## config.mk

```make
export PLATFORM = sky130hd
export DESIGN_NAME = arbitro_fila_flat
export DESIGN_NICKNAME = d
export VERILOG_FILES = /design/src/rtl/arbitro_fila_if.sv /design/src/rtl/arbitro_fila.sv /design/src/flat_wrapper.sv
export SDC_FILE = /design/constraint.sdc
export NUM_CORES = 1
export LEC_CHECK = 0
export CAP_MARGIN = 5
export CORE_ASPECT_RATIO = 0.75
export CORE_UTILIZATION = 38
export CTS_CLUSTER_DIAMETER = 100
export DETAILED_ROUTE_END_ITERATION = 12
export PLACE_DENSITY = 0.84
export REMOVE_ABC_BUFFERS = 1
export SLEW_MARGIN = 20
export SYNTH_ARGS = -nofsm -noshare
export SYNTH_HDL_FRONTEND = slang
export SYNTH_SLANG_ARGS = --single-unit
```

## constraint.sdc

```tcl
create_clock -name clk_10KHz -period 1.9 [get_ports clk_10KHz]
set_input_delay 0.38 -clock clk_10KHz [delete_from_list [all_inputs] [get_ports clk_10KHz]]
set_output_delay 0.38 -clock clk_10KHz [all_outputs]
set_load 0.05 [all_outputs]
```

## src/rtl/arbitro_fila_if.sv

```systemverilog
// Handshake bundle between the requesters (A, B, D), the arbiter and the fila queue.
// master: the environment (producers, consumer, fila); slave: the arbiter itself.
interface arbitro_fila_if;
   logic       req_a_in;
   logic [7:0] data_a_in;
   logic       ack_a_out;
   logic       req_b_in;
   logic [7:0] data_b_in;
   logic       ack_b_out;
   logic       req_d_in;
   logic [7:0] dado_d_out;
   logic       ack_d_out;
   logic       err_d_out;
   logic       full_out;
   logic [7:0] fila_data_out;
   logic       fila_enqueue_out;
   logic       fila_dequeue_out;
   logic [7:0] fila_data_in;
   logic [7:0] fila_len_in;

   modport master (
      output req_a_in, data_a_in, req_b_in, data_b_in, req_d_in, fila_data_in, fila_len_in,
      input  ack_a_out, ack_b_out, dado_d_out, ack_d_out, err_d_out, full_out,
      input  fila_data_out, fila_enqueue_out, fila_dequeue_out
   );

   modport slave (
      input  req_a_in, data_a_in, req_b_in, data_b_in, req_d_in, fila_data_in, fila_len_in,
      output ack_a_out, ack_b_out, dado_d_out, ack_d_out, err_d_out, full_out,
      output fila_data_out, fila_enqueue_out, fila_dequeue_out
   );
endinterface

```

## src/rtl/arbitro_fila.sv

```systemverilog
// Round-robin arbiter sharing the single fila enqueue/dequeue port among producers A, B
// and consumer D; one queue operation per OCIOSO -> op -> ESPERA round.
module arbitro_fila #(
   parameter int unsigned DEPTH = 8
) (
   input logic           clk_10KHz,
   input logic           reset,
   arbitro_fila_if.slave bus
);

   typedef enum logic [2:0] {
      StOcioso,
      StEnfileira,
      StDesenfileira,
      StErro,
      StEspera
   } state_e;

   typedef enum logic [1:0] {
      SelA = 2'd0,
      SelB = 2'd1,
      SelD = 2'd2
   } sel_e;

   state_e     state_q, state_d;
   sel_e       last_q, last_d;
   logic       src_b_q, src_b_d;
   logic [7:0] fdata_q, fdata_d;
   logic [7:0] dado_q, dado_d;
   logic       full_q, full_d;

   logic elig_a, elig_b, elig_d;
   logic gnt_valid;
   sel_e gnt;
   logic ack_a, ack_b, ack_d, err_d, enq, deq;

   assign elig_a = bus.req_a_in & ~full_q;
   assign elig_b = bus.req_b_in & ~full_q;
   assign elig_d = bus.req_d_in;

   // Rotation starts just after the last grantee: A -> B -> D -> A.
   always_comb begin
      gnt_valid = 1'b0;
      gnt       = SelA;
      unique case (last_q)
         SelA: begin
            if (elig_b)      begin gnt_valid = 1'b1; gnt = SelB; end
            else if (elig_d) begin gnt_valid = 1'b1; gnt = SelD; end
            else if (elig_a) begin gnt_valid = 1'b1; gnt = SelA; end
         end
         SelB: begin
            if (elig_d)      begin gnt_valid = 1'b1; gnt = SelD; end
            else if (elig_a) begin gnt_valid = 1'b1; gnt = SelA; end
            else if (elig_b) begin gnt_valid = 1'b1; gnt = SelB; end
         end
         SelD: begin
            if (elig_a)      begin gnt_valid = 1'b1; gnt = SelA; end
            else if (elig_b) begin gnt_valid = 1'b1; gnt = SelB; end
            else if (elig_d) begin gnt_valid = 1'b1; gnt = SelD; end
         end
         default: begin
            gnt_valid = 1'b0;
            gnt       = SelA;
         end
      endcase
   end

   always_comb begin
      state_d = state_q;
      last_d  = last_q;
      src_b_d = src_b_q;
      fdata_d = fdata_q;
      dado_d  = dado_q;
      full_d  = 32'(bus.fila_len_in) >= DEPTH;
      ack_a   = 1'b0;
      ack_b   = 1'b0;
      ack_d   = 1'b0;
      err_d   = 1'b0;
      enq     = 1'b0;
      deq     = 1'b0;
      unique case (state_q)
         StOcioso: begin
            if (gnt_valid) begin
               last_d = gnt;
               unique case (gnt)
                  SelA: begin
                     state_d = StEnfileira;
                     src_b_d = 1'b0;
                     fdata_d = bus.data_a_in;
                  end
                  SelB: begin
                     state_d = StEnfileira;
                     src_b_d = 1'b1;
                     fdata_d = bus.data_b_in;
                  end
                  default: begin
                     // Head is captured before removal so it is valid during the ack cycle.
                     if (bus.fila_len_in != 8'd0) begin
                        state_d = StDesenfileira;
                        dado_d  = bus.fila_data_in;
                     end else begin
                        state_d = StErro;
                     end
                  end
               endcase
            end
         end
         StEnfileira: begin
            enq     = 1'b1;
            ack_a   = ~src_b_q;
            ack_b   = src_b_q;
            state_d = StEspera;
         end
         StDesenfileira: begin
            deq     = 1'b1;
            ack_d   = 1'b1;
            state_d = StEspera;
         end
         StErro: begin
            err_d   = 1'b1;
            state_d = StEspera;
         end
         StEspera: state_d = StOcioso;
         default:  state_d = StOcioso;
      endcase
   end

   always_ff @(posedge clk_10KHz or negedge reset) begin
      if (!reset) begin
         state_q <= StOcioso;
         last_q  <= SelD;
         src_b_q <= 1'b0;
         fdata_q <= 8'h00;
         dado_q  <= 8'h00;
         full_q  <= 1'b0;
      end else begin
         state_q <= state_d;
         last_q  <= last_d;
         src_b_q <= src_b_d;
         fdata_q <= fdata_d;
         dado_q  <= dado_d;
         full_q  <= full_d;
      end
   end

   assign bus.ack_a_out        = ack_a;
   assign bus.ack_b_out        = ack_b;
   assign bus.ack_d_out        = ack_d;
   assign bus.err_d_out        = err_d;
   assign bus.dado_d_out       = dado_q;
   assign bus.full_out         = full_q;
   assign bus.fila_data_out    = fdata_q;
   assign bus.fila_enqueue_out = enq;
   assign bus.fila_dequeue_out = deq;

endmodule

```

## src/flat_wrapper.sv

```systemverilog
// flat-port wrapper written by rule: the top's interface ports become plain ports
module arbitro_fila_flat 
#(
   parameter int unsigned DEPTH = 8
)
  (clk_10KHz, reset, bus_req_a_in, bus_data_a_in, bus_req_b_in, bus_data_b_in, bus_req_d_in, bus_fila_data_in, bus_fila_len_in, bus_ack_a_out, bus_ack_b_out, bus_dado_d_out, bus_ack_d_out, bus_err_d_out, bus_full_out, bus_fila_data_out, bus_fila_enqueue_out, bus_fila_dequeue_out);
  arbitro_fila_if bus_i ();
  input logic clk_10KHz;
  input logic reset;
  input wire logic [$bits(bus_i.req_a_in)-1:0] bus_req_a_in;
  input wire logic [$bits(bus_i.data_a_in)-1:0] bus_data_a_in;
  input wire logic [$bits(bus_i.req_b_in)-1:0] bus_req_b_in;
  input wire logic [$bits(bus_i.data_b_in)-1:0] bus_data_b_in;
  input wire logic [$bits(bus_i.req_d_in)-1:0] bus_req_d_in;
  input wire logic [$bits(bus_i.fila_data_in)-1:0] bus_fila_data_in;
  input wire logic [$bits(bus_i.fila_len_in)-1:0] bus_fila_len_in;
  output wire logic [$bits(bus_i.ack_a_out)-1:0] bus_ack_a_out;
  output wire logic [$bits(bus_i.ack_b_out)-1:0] bus_ack_b_out;
  output wire logic [$bits(bus_i.dado_d_out)-1:0] bus_dado_d_out;
  output wire logic [$bits(bus_i.ack_d_out)-1:0] bus_ack_d_out;
  output wire logic [$bits(bus_i.err_d_out)-1:0] bus_err_d_out;
  output wire logic [$bits(bus_i.full_out)-1:0] bus_full_out;
  output wire logic [$bits(bus_i.fila_data_out)-1:0] bus_fila_data_out;
  output wire logic [$bits(bus_i.fila_enqueue_out)-1:0] bus_fila_enqueue_out;
  output wire logic [$bits(bus_i.fila_dequeue_out)-1:0] bus_fila_dequeue_out;
  assign bus_i.req_a_in = bus_req_a_in;
  assign bus_i.data_a_in = bus_data_a_in;
  assign bus_i.req_b_in = bus_req_b_in;
  assign bus_i.data_b_in = bus_data_b_in;
  assign bus_i.req_d_in = bus_req_d_in;
  assign bus_i.fila_data_in = bus_fila_data_in;
  assign bus_i.fila_len_in = bus_fila_len_in;
  assign bus_ack_a_out = bus_i.ack_a_out;
  assign bus_ack_b_out = bus_i.ack_b_out;
  assign bus_dado_d_out = bus_i.dado_d_out;
  assign bus_ack_d_out = bus_i.ack_d_out;
  assign bus_err_d_out = bus_i.err_d_out;
  assign bus_full_out = bus_i.full_out;
  assign bus_fila_data_out = bus_i.fila_data_out;
  assign bus_fila_enqueue_out = bus_i.fila_enqueue_out;
  assign bus_fila_dequeue_out = bus_i.fila_dequeue_out;
  arbitro_fila #(.DEPTH(DEPTH)) u_core (.clk_10KHz(clk_10KHz), .reset(reset), .bus(bus_i));
endmodule
```

======== Word level (Yosys, flattened, before mapping) ========
Cells that the tools add are included.
operators by class
  reduce and logical (&&, ||, !) cells .... 10
  order comparisons ....................... 1
  equality and inequality tests ........... 7
  $add $sub $neg .......................... 0
  multiplexer cells ....................... 28
  bitwise operators ....................... 5
  multipliers ............................. 0
  shift operators ......................... 0
  divide/modulo/power cells ............... 0
operators by type and width
  kind                                                   number
  two-way mux 1 bit                                      16
  one-hot mux 8 bit (2 select lines)                     1
  two-way mux 2 bit                                      5
  >= comparator 8 x 4 -> 1 bit, second input constant    1
  nonzero test 8 bit                                     1
  equality test 3 x 2 -> 1 bit, second input constant    2
  two-way mux 3 bit                                      2
  one-hot mux 2 bit (3 select lines)                     1
  one-hot mux 3 bit (2 select lines)                     1
  equality test 2 x 1 -> 1 bit, second input constant    2
  logical NOT 2 bit                                      2
  AND reduction 4 bit                                    1
  equality test 3 x 1 -> 1 bit, second input constant    1
  logical NOT 3 bit                                      1
  NOT 1 bit                                              3
  one-hot mux 1 bit (3 select lines)                     1
  AND reduction 3 bit                                    1
  OR reduction 3 bit                                     1
  bitwise AND 1 bit                                      2
  equality test 2 bit, second input constant             1
  inequality test 2 x 1 -> 1 bit, second input constant  1
  one-hot mux 1 bit (2 select lines)                     1
  AND reduction 2 bit                                    1
  nonzero test 2 bit                                     1
  OR reduction 2 bit                                     1
storage, ports and cells
  memories kept ........................... 0
  memory bits (writable) .................. 0
  ROM bits ................................ 0
  word-level logic and storage cells ...... 57
  latch bits .............................. 0
  flip-flop bits (word level) ............. 23

======== Logic depth before layout (Yosys ltp) ========
Gate-level depths: netlist of run 1.
  depth after elaboration ................. 11
  depth in mapped cells ................... 6

======== Worst setup path after synthesis of run 1 ========
OpenSTA, ideal clock, no wires.
  path kind ............................... reg-to-output
  start point ............................. reg u_core.state_q[0]
  end point ............................... out bus_fila_dequeue_out
  buffers on the path ..................... 1
  arrival time ............................ 2.045 ns
  data required time ...................... 1.520 ns
  path slack .............................. -0.525 ns
  stages on the path, launching flop included .. 3
  path through ............................ dfrtp_1 -> nor3b_1 -> buf_4
between the ends
  cells in the longest elaborated chain, start to end .. 2
ends and longest elaborated chain
  element                       RTL line             text
  start, declared               arbitro_fila.sv:25   state_e state_q, state_d;
  start signal, assigned        arbitro_fila.sv:130  state_q <= StOcioso;
  start signal, assigned        arbitro_fila.sv:137  state_q <= state_d;
  equality test 3 x 2 -> 1 bit  n/a
  two-way mux 1 bit             n/a
  end, declared                 flat_wrapper.sv:25   output wire logic [$bits(bus_i.fila_dequeue_out)-1:0] bus_fila_dequeue_out;
Every way passes these cells.

======== Worst setup path after layout of run 1 ========
  start point ............................. reg u_core.dado_q[5], in the netlist u_core.bus.dado_d_out[5]
  end point ............................... out bus_dado_d_out[5]
RTL lines
  element                 RTL line             text
  start, declared         arbitro_fila.sv:29   logic [7:0] dado_q, dado_d;
  start signal, assigned  arbitro_fila.sv:141  dado_q <= dado_d;
  end, declared           flat_wrapper.sv:19   output wire logic [$bits(bus_i.dado_d_out)-1:0] bus_dado_d_out;
No word-level cell between the ends.

==> results of run 1 <==
-- final cells by class --
type                       instances  area [µm²]
clock buffer                       4       45.04
fill                             199       787.0
multi-input combinational         66       528.0
sequential                        23       576.8
tap                               36       45.04
timing repair buffer              66       700.7
-- cells in the mapped netlist, drive strengths merged --
| cell type | number |
|---|---|
| or4 | 1 |
| clkbuf | 1 |
| o211ai | 1 |
| nor2 | 5 |
| dfrtp | 22 |
| mux2 | 8 |
| nand2 | 15 |
| buf | 2 |
| a21oi | 3 |
| dfstp | 1 |
| o21ba | 1 |
| nor3 | 4 |
| o21ai | 11 |
| nor3b | 1 |
| o21bai | 1 |
| nand2b | 1 |
| and3b | 1 |
| mux2i | 8 |
| nor2b | 2 |
| a21o | 1 |
| and2 | 1 |
| and3 | 1 |
-- registers in the layout, indices dropped and copies added (netlist names) --
register,count
u_core.src_b_q,1
u_core.state_q,3
u_core.bus.fila_data_out,8
u_core.bus.full_out,1
u_core.last_q,2
u_core.bus.dado_d_out,8
-- kinds of logic after synthesis --
logic type | Yosys count | share of synthesized area, %
compound gates | 18 | 10.93
mux | 16 | 18.22
simple gates | 32 | 16.74
buf+inv | 3 | 1.594
flops | 23 | 52.51
-- metal layers --
metal / routed length, µm / vias up / GRT usage (%)
li1: - / 457 / -
met5: 0 / - / 0
met2: 1283 / 34 / 31.91
met4: 51 / 0 / 6.061
met3: 131 / 6 / 5.189
met1: 1047 / 428 / 20.15
-- where the power goes --
part           total, mW  leakage (nW)  internal [mW]  switching, mW
sequential         0.732         0.280          0.635         0.0969
combinational       1.14         0.569          0.475          0.667
clock              0.291        0.0228          0.149          0.141
total               2.17         0.872           1.26          0.906
-- worst max-delay path by stage --
stage / startpoint / endpoint / slack (ps)
detailed placement: bus_fila_len_in[3] / u_core.bus.dado_d_out[5] / -240
finish: u_core.bus.dado_d_out[5] / bus_dado_d_out[5] / 80
CTS: bus_fila_len_in[3] / u_core.bus.dado_d_out[3] / 40
global route: bus_fila_len_in[3] / u_core.bus.dado_d_out[5] / 10
global placement: bus_fila_len_in[3] / u_core.bus.dado_d_out[3] / -160
floorplan: u_core.state_q[0] / bus_ack_d_out / -1140
-- through the flow --
stage                     utilization (%)  cell area (µm²)  hold slack [ps]
after detailed placement            68.10             1827            479.2
after CTS                           69.78             1872            483.5
final                               70.66             1896            475.5
after global placement              68.10             1827            470.7
after floorplan                         -             1081            84.41
after global routing                70.66             1896            495.3
==> metrics.md, run 1 <==
| Metric | Value |
|---|---|
| Run status | `complete, no violations` |
| Cell count after synthesis | `92` |
| DIE HEIGHT | `about 49 µm` |
| Most frequent cells in the layout | `clkdlybuf4s50_1, dfrtp_1, nand2_1, o21ai_1` |
| WL final | `between 2000 and 3000 µm` |
| Placeable core area | `approximately 2700 µm²` |
| Grt ovf | `0` |
| Initial antenna violation count | `0` |
| Setup TNS | `0 ps` |
| Reg2Reg Depth | `5` |
| Register-to-register setup slack | `between 200 and 300 ps` |
| Max_slew headroom | `between 60% and 70%` |
| Initial core utilization | `40.95%` |
| Antenna diodes | `0` |
| Layout overhead on the synthesized area | `72.55%` |
| #FFs+latches synth | `23` |
| Crit-path leading delay family | `buffers and inverters` |
| Yosys warns | `0` |
| Placer Congestion | `0.7947` |
| Sequential share of the synthesized area | `a little over half` |
| Total CTS buffers | `3` |
| CP max stage delay | `~810 ps` |
| Cell total after placement | `191` |
| DR pass1 iterations | `2` |
| Setup WS pre-CTS | `-243.9 ps` |
| Crit path time final | `1823 ps` |
| Wire per inst | `between 10 and 15 µm` |
| Initial drt markers | `10` |
| Fmax achieved | `between 0.5 and 0.6 GHz` |
| Post-DP HPWL | `between 1500 and 2000 µm` |
| CP max-delay cell | `clkdlybuf4s50_1` |
| Hold Path Class | `input pin to async pin` |
| TritonCTS clock tree | `done` |
| Vias in the first global route | `944` |
| Die X | `approximately 64 µm` |
| Vias per inst | `~4.7` |
| Count of cell types in the netlist | `25` |
| Power per cell area | `roughly 1100 nW/µm²` |
| CP Launch Type | `flop` |
| Total setup buffers inserted after CTS | `0` |
| Worst endpoint required time | `approximately 1500 ps` |
| Leakage | `about 0.87 nW` |
| Worst Path Max Fanout | `2` |
| Post-CTS Resized | `0` |
| Worst slew pin tran | `~520 ps` |
| TritonCTS sink count | `23` |
| CP arrival | `around 1400 ps` |
| CP Cell Sequence | `clkdlybuf4s50_1` |
| CTS Hold Buffers Added | `0` |
| Root Buffer | `clkbuf_8` |
| Post-Synthesis Cell Area | `~1100 µm²` |
| Slew Limit Fails | `0` |
| Total GRT Usage | `approximately 18%` |
| Worst R2R Start | `u_core.bus.full_out` |
| Period utilization | `between 90% and 100%` |
| R2R Path End | `u_core.bus.dado_d_out[5]` |
| Area contributors post-synth | `dfrtp_1, mux2_4, mux2i_1` |
| Vias after detailed routing | `between 900 and 1,000` |
| First-pass GRT wire length | `~4200 µm` |
| Yosys top cell area share | `50.11%` |
| Worst Path Buf+Inv | `1` |
| Clock skew | `about 3.2 ps` |
| Clk slew on worst S/H paths | `~80 ps` |
| Post-DRT Antenna Nets | `0` |
| Clock Tree Buf Depth | `2` |
| Setup CP Type | `flop to output port` |
| Final Hold Violating Endpoints | `0` |
| Final Worst Setup Slack | `76.78 ps` |
| Port Buf Inserts | `59` |
| DIE AREA | `roughly 3100 µm²` |
| Finish-stage setup viols | `0` |
| I/O pin count | `60` |
| CTS H-tree lvls | `1` |
| RSZ-0062 raised after global routing | `no` |
| Max Cap Viol | `0` |
| Final std cells w/o fill | `between 150 and 200` |
| Commonest non-fill, non-tap cell in the layout | `clkdlybuf4s50_1` |
| Remaining DRCs | `0` |
| Total power | `2.165 mW` |
| Largest net degree at the start of global routing | `24` |
| CP endpoint kind | `output port` |
| Layout Nets | `slightly below 200` |
| Worst skew pair latency | `around 260 ps` |
| Fraction of layout cells with a size suffix above 1 | `between 20% and 30%` |
| Levels on crit path | `1` |
| Mean post-synth cell area | `approximately 12 µm²` |
| Number of cell rows | `16` |
| Worst vdd ir | `about 0.0008 V` |
| Yosys top cell by area | `dfrtp_1` |
Power figures use the tool's default switching activity.
==> run 2, diff against run 1 <==
--- a/config.mk
+++ b/config.mk
@@ -5,9 +5,10 @@
 export SDC_FILE = /design/constraint.sdc
 export NUM_CORES = 1
 export LEC_CHECK = 0
+export ABC_AREA = 1
 export CAP_MARGIN = 5
 export CORE_ASPECT_RATIO = 0.75
-export CORE_UTILIZATION = 38
+export CORE_UTILIZATION = 40
 export CTS_CLUSTER_DIAMETER = 100
 export DETAILED_ROUTE_END_ITERATION = 12
 export PLACE_DENSITY = 0.84
==> metrics.md, run 2 <==
| Metric | Value |
|---|---|
| Post-synth ARST share | `100.0% (unchanged)` |
| Post-DP HPWL | `2105 µm (was 1963 µm)` |
| Post-Synthesis Cell Area | `1270 µm² (was 1099 µm²)` |
| Most frequent cells in the layout | `clkdlybuf4s50_1, nand2_1, nand3_1, inv_1, dfrtp_1 (was clkdlybuf4s50_1, dfrtp_1, nand2_1, o21ai_1)` |
| Cell count after synthesis | `159 (was 92)` |
| Fraction of layout cells with a size suffix above 1 | `17.04% (was 21.38%)` |
| Primary FF master, synth | `dfrtp_1 (unchanged)` |
| Worst skew pair latency | `260 ps (about the same)` |
| Placer Congestion | `0.8001 (was 0.7947)` |
| Final Worst Setup Slack | `59.08 ps (was 76.78 ps)` |
| Root Buffer | `clkbuf_8 (unchanged)` |
| Power per cell area | `440.6 nW/µm² (was 1142 nW/µm²)` |
| Hold_ws | `457.8 ps (was 475.5 ps)` |
| Commonest non-fill, non-tap cell in the layout | `clkdlybuf4s50_1 (unchanged)` |
| Vias after detailed routing | `1,189 (was 925)` |
| Grt ovf | `0 (unchanged)` |
| Mean post-synth cell area | `7.987 µm² (was 11.94 µm²)` |
| Number of cell rows | `17 (was 16)` |
| Most common cell in the synthesized netlist | `nand2_1 (was dfrtp_1)` |
| Vias in the first global route | `1,076 (was 944)` |
| CP max stage delay | `830 ps (was 810 ps)` |
| Setup CP Type | `flop to output port (unchanged)` |
| Design Area, Final | `2017 µm² (was 1896 µm²)` |
| Worst Path Buf+Inv | `1 (unchanged)` |
| Die X | `67.07 µm (was 64.09 µm)` |
| Sequential share of the synthesized area | `45.42% (was 52.51%)` |
| Final std cells w/o fill | `261 (was 195)` |
| TritonCTS clock tree | `done (unchanged)` |
| Register-to-register setup slack | `540 ps (was 250 ps)` |
| Crit-path leading delay family | `buffers and inverters (unchanged)` |
| Final Hold Violating Endpoints | `0 (unchanged)` |
| CTS H-tree lvls | `1 (unchanged)` |
| Worst vdd ir | `0.0003534 V (was 0.0008103 V)` |
| Largest net degree at the start of global routing | `24 (unchanged)` |
| Worst endpoint required time | `1520 ps (about the same)` |
| Total GRT Usage | `17.64% (was 17.83%)` |
| Layout Nets | `261 (was 197)` |
| Clock skew | `3.307 ps (was 3.186 ps)` |
| Clock Tree Buf Depth | `2 (unchanged)` |
| RSZ-0062 raised after global routing | `no (unchanged)` |
| Run status | `complete, no violations (unchanged)` |
| EDFF count, synth | `0 (unchanged)` |
| First-pass GRT wire length | `4554 µm (was 4215 µm)` |
| Cell total after placement | `257 (was 191)` |
| CP Cell Sequence | `clkdlybuf4s50_1 (unchanged)` |
| Placeable core area | `2978 µm² (was 2683 µm²)` |
| Fmax achieved | `0.5432 GHz (was 0.5485 GHz)` |
| Vias per inst | `4.556 (was 4.744)` |
| Most instantiated cells after synthesis | `nand2_1, nand3_1, inv_1 (was dfrtp_1, nand2_1, o21ai_1)` |
| #FFs+latches synth | `23 (unchanged)` |
| CP Launch Type | `flop (unchanged)` |
| Finish-stage setup viols | `0 (unchanged)` |
| Yosys top cell by area | `dfrtp_1 (unchanged)` |
| Initial antenna violation count | `0 (unchanged)` |
| I/O pin count | `60 (unchanged)` |
| Total CTS buffers | `3 (unchanged)` |
| DIE HEIGHT | `50.80 µm (was 48.57 µm)` |
| CP max-delay cell | `clkdlybuf4s50_1 (unchanged)` |
| Port Buf Inserts | `59 (unchanged)` |
| Layout overhead on the synthesized area | `58.82% (was 72.55%)` |
| Antenna diodes | `0 (unchanged)` |
| Worst slew pin tran | `532.3 ps (was 517.4 ps)` |
| DR pass1 iterations | `4 (was 2)` |
| Area contributors post-synth | `dfrtp_1, nand2_1, nand3_1 (was dfrtp_1, mux2_4, mux2i_1)` |
| Slew Limit Fails | `0 (unchanged)` |
| Initial drt markers | `45 (was 10)` |
| DP Area | `1961 µm² (was 1827 µm²)` |
| DIE AREA | `3407 µm² (was 3112 µm²)` |
| TritonCTS sink count | `23 (unchanged)` |
| Setup WS pre-CTS | `169.4 ps (was -243.9 ps)` |
| Initial core utilization | `42.65% (was 40.95%)` |
| Setup crit start | `u_core.bus.fila_data_out[7] (was u_core.bus.dado_d_out[5])` |
| Remaining DRCs | `0 (unchanged)` |
| CP endpoint kind | `output port (unchanged)` |
| Count of cell types in the netlist | `25 (unchanged)` |
| Period utilization | `96.89% (was 95.96%)` |
| Max Cap Viol | `0 (unchanged)` |
| Wire per inst | `10.26 µm (was 12.89 µm)` |
| CP arrival | `1460 ps (was 1440 ps)` |
| Total setup buffers inserted after CTS | `0 (unchanged)` |
| WL final | `2677 µm (was 2514 µm)` |
| Total power | `0.8886 mW (was 2.165 mW)` |
| Post-DRT Antenna Nets | `0 (unchanged)` |
| Yosys top cell area share | `43.35% (was 50.11%)` |
| Yosys warns | `0 (unchanged)` |
| Leakage | `1.046 nW (was 0.8719 nW)` |
| Clk slew on worst S/H paths | `80 ps (about the same)` |
| Crit path time final | `1841 ps (was 1823 ps)` |
| Max_slew headroom | `64.40% (was 65.40%)` |
| Hold Path Class | `input pin to async pin (unchanged)` |
| Worst R2R Start | `u_core.last_q[1] (was u_core.bus.full_out)` |
| Worst Path Max Fanout | `2 (unchanged)` |
## run 2: changes by cell type after synthesis, moves of 3 or more
cell     change
inv_2        +3
o21ai_1     -11
mux2_4       -8
inv_1       +24
mux2i_1      -8
nand2_1     +34
nand3_2      +3
nand3_1     +27
## run 2: cell type report
type | count | area [µm²]
Inverter | 30 | 120.1
Tap cell | 38 | 47.55
Clock buffer | 3 | 41.29
Sequential cell | 23 | 576.8
Timing Repair Buffer | 62 | 670.6
Clock inverter | 1 | 5.005
Fill cell | 250 | 960.9
Multi-Input combinational cell | 104 | 555.5
## run 2: worst paths after layout
| check | depth (start not counted) | to |
|---|---|---|
| min in group clk_10KHz | 1 | u_core.state_q[2] |
| max in group asynchronous | 2 | u_core.last_q[1] |
| worst max register to register | 7 | u_core.bus.fila_data_out[5] |
| worst min-delay path | 2 | u_core.bus.dado_d_out[3] |
| worst max-delay path | 1 | bus_fila_data_out[7] |
| worst min register to register | 1 | u_core.state_q[2] |
## run 2: cells by family (layout without fill, tap and decap cells)
| logic type | after synthesis | after routing | share of synthesized area (%) |
|---|---|---|---|
| AO/OA/AOI/OAI | 5 | 5 | 2.857 |
| flip-flops | 23 | 23 | 45.42 |
| buffers and inverters | 32 | 96 | 11.63 |
| AND/OR/NAND/NOR | 99 | 99 | 40.10 |
## run 2: routing by layer
layer  vias to the layer above  wire length (µm)  global-route usage, %
li1                        617                 -                      -
met1                       530              1283                  24.64
met2                        38              1182                  25.83
met3                         4               191                  7.045
met4                         0                21                  2.837
met5                         -                 0                      0
## run 2: per-stage QoR
step                      TNS (ps)  utilization [%]
final                            0            67.73
after global routing             0            67.73
after CTS                        0            67.40
after detailed placement         0            65.84
after global placement           0            65.84
after floorplan              -2345                -
## run 2: power by group
group	total (mW)	switching, mW	internal (mW)	leakage, nW
clock	0.293	0.147	0.146	0.0255
combinational	0.106	0.0330	0.0731	0.718
sequential	0.490	0.000245	0.489	0.303
## run 2: timing repair
item / in CTS / in global routing
setup endpoints to repair: 0 / 2
hold buffers: 0 / 0
endpoints found under the hold margin: 0 / 0
gates resized for setup: 0 / 2
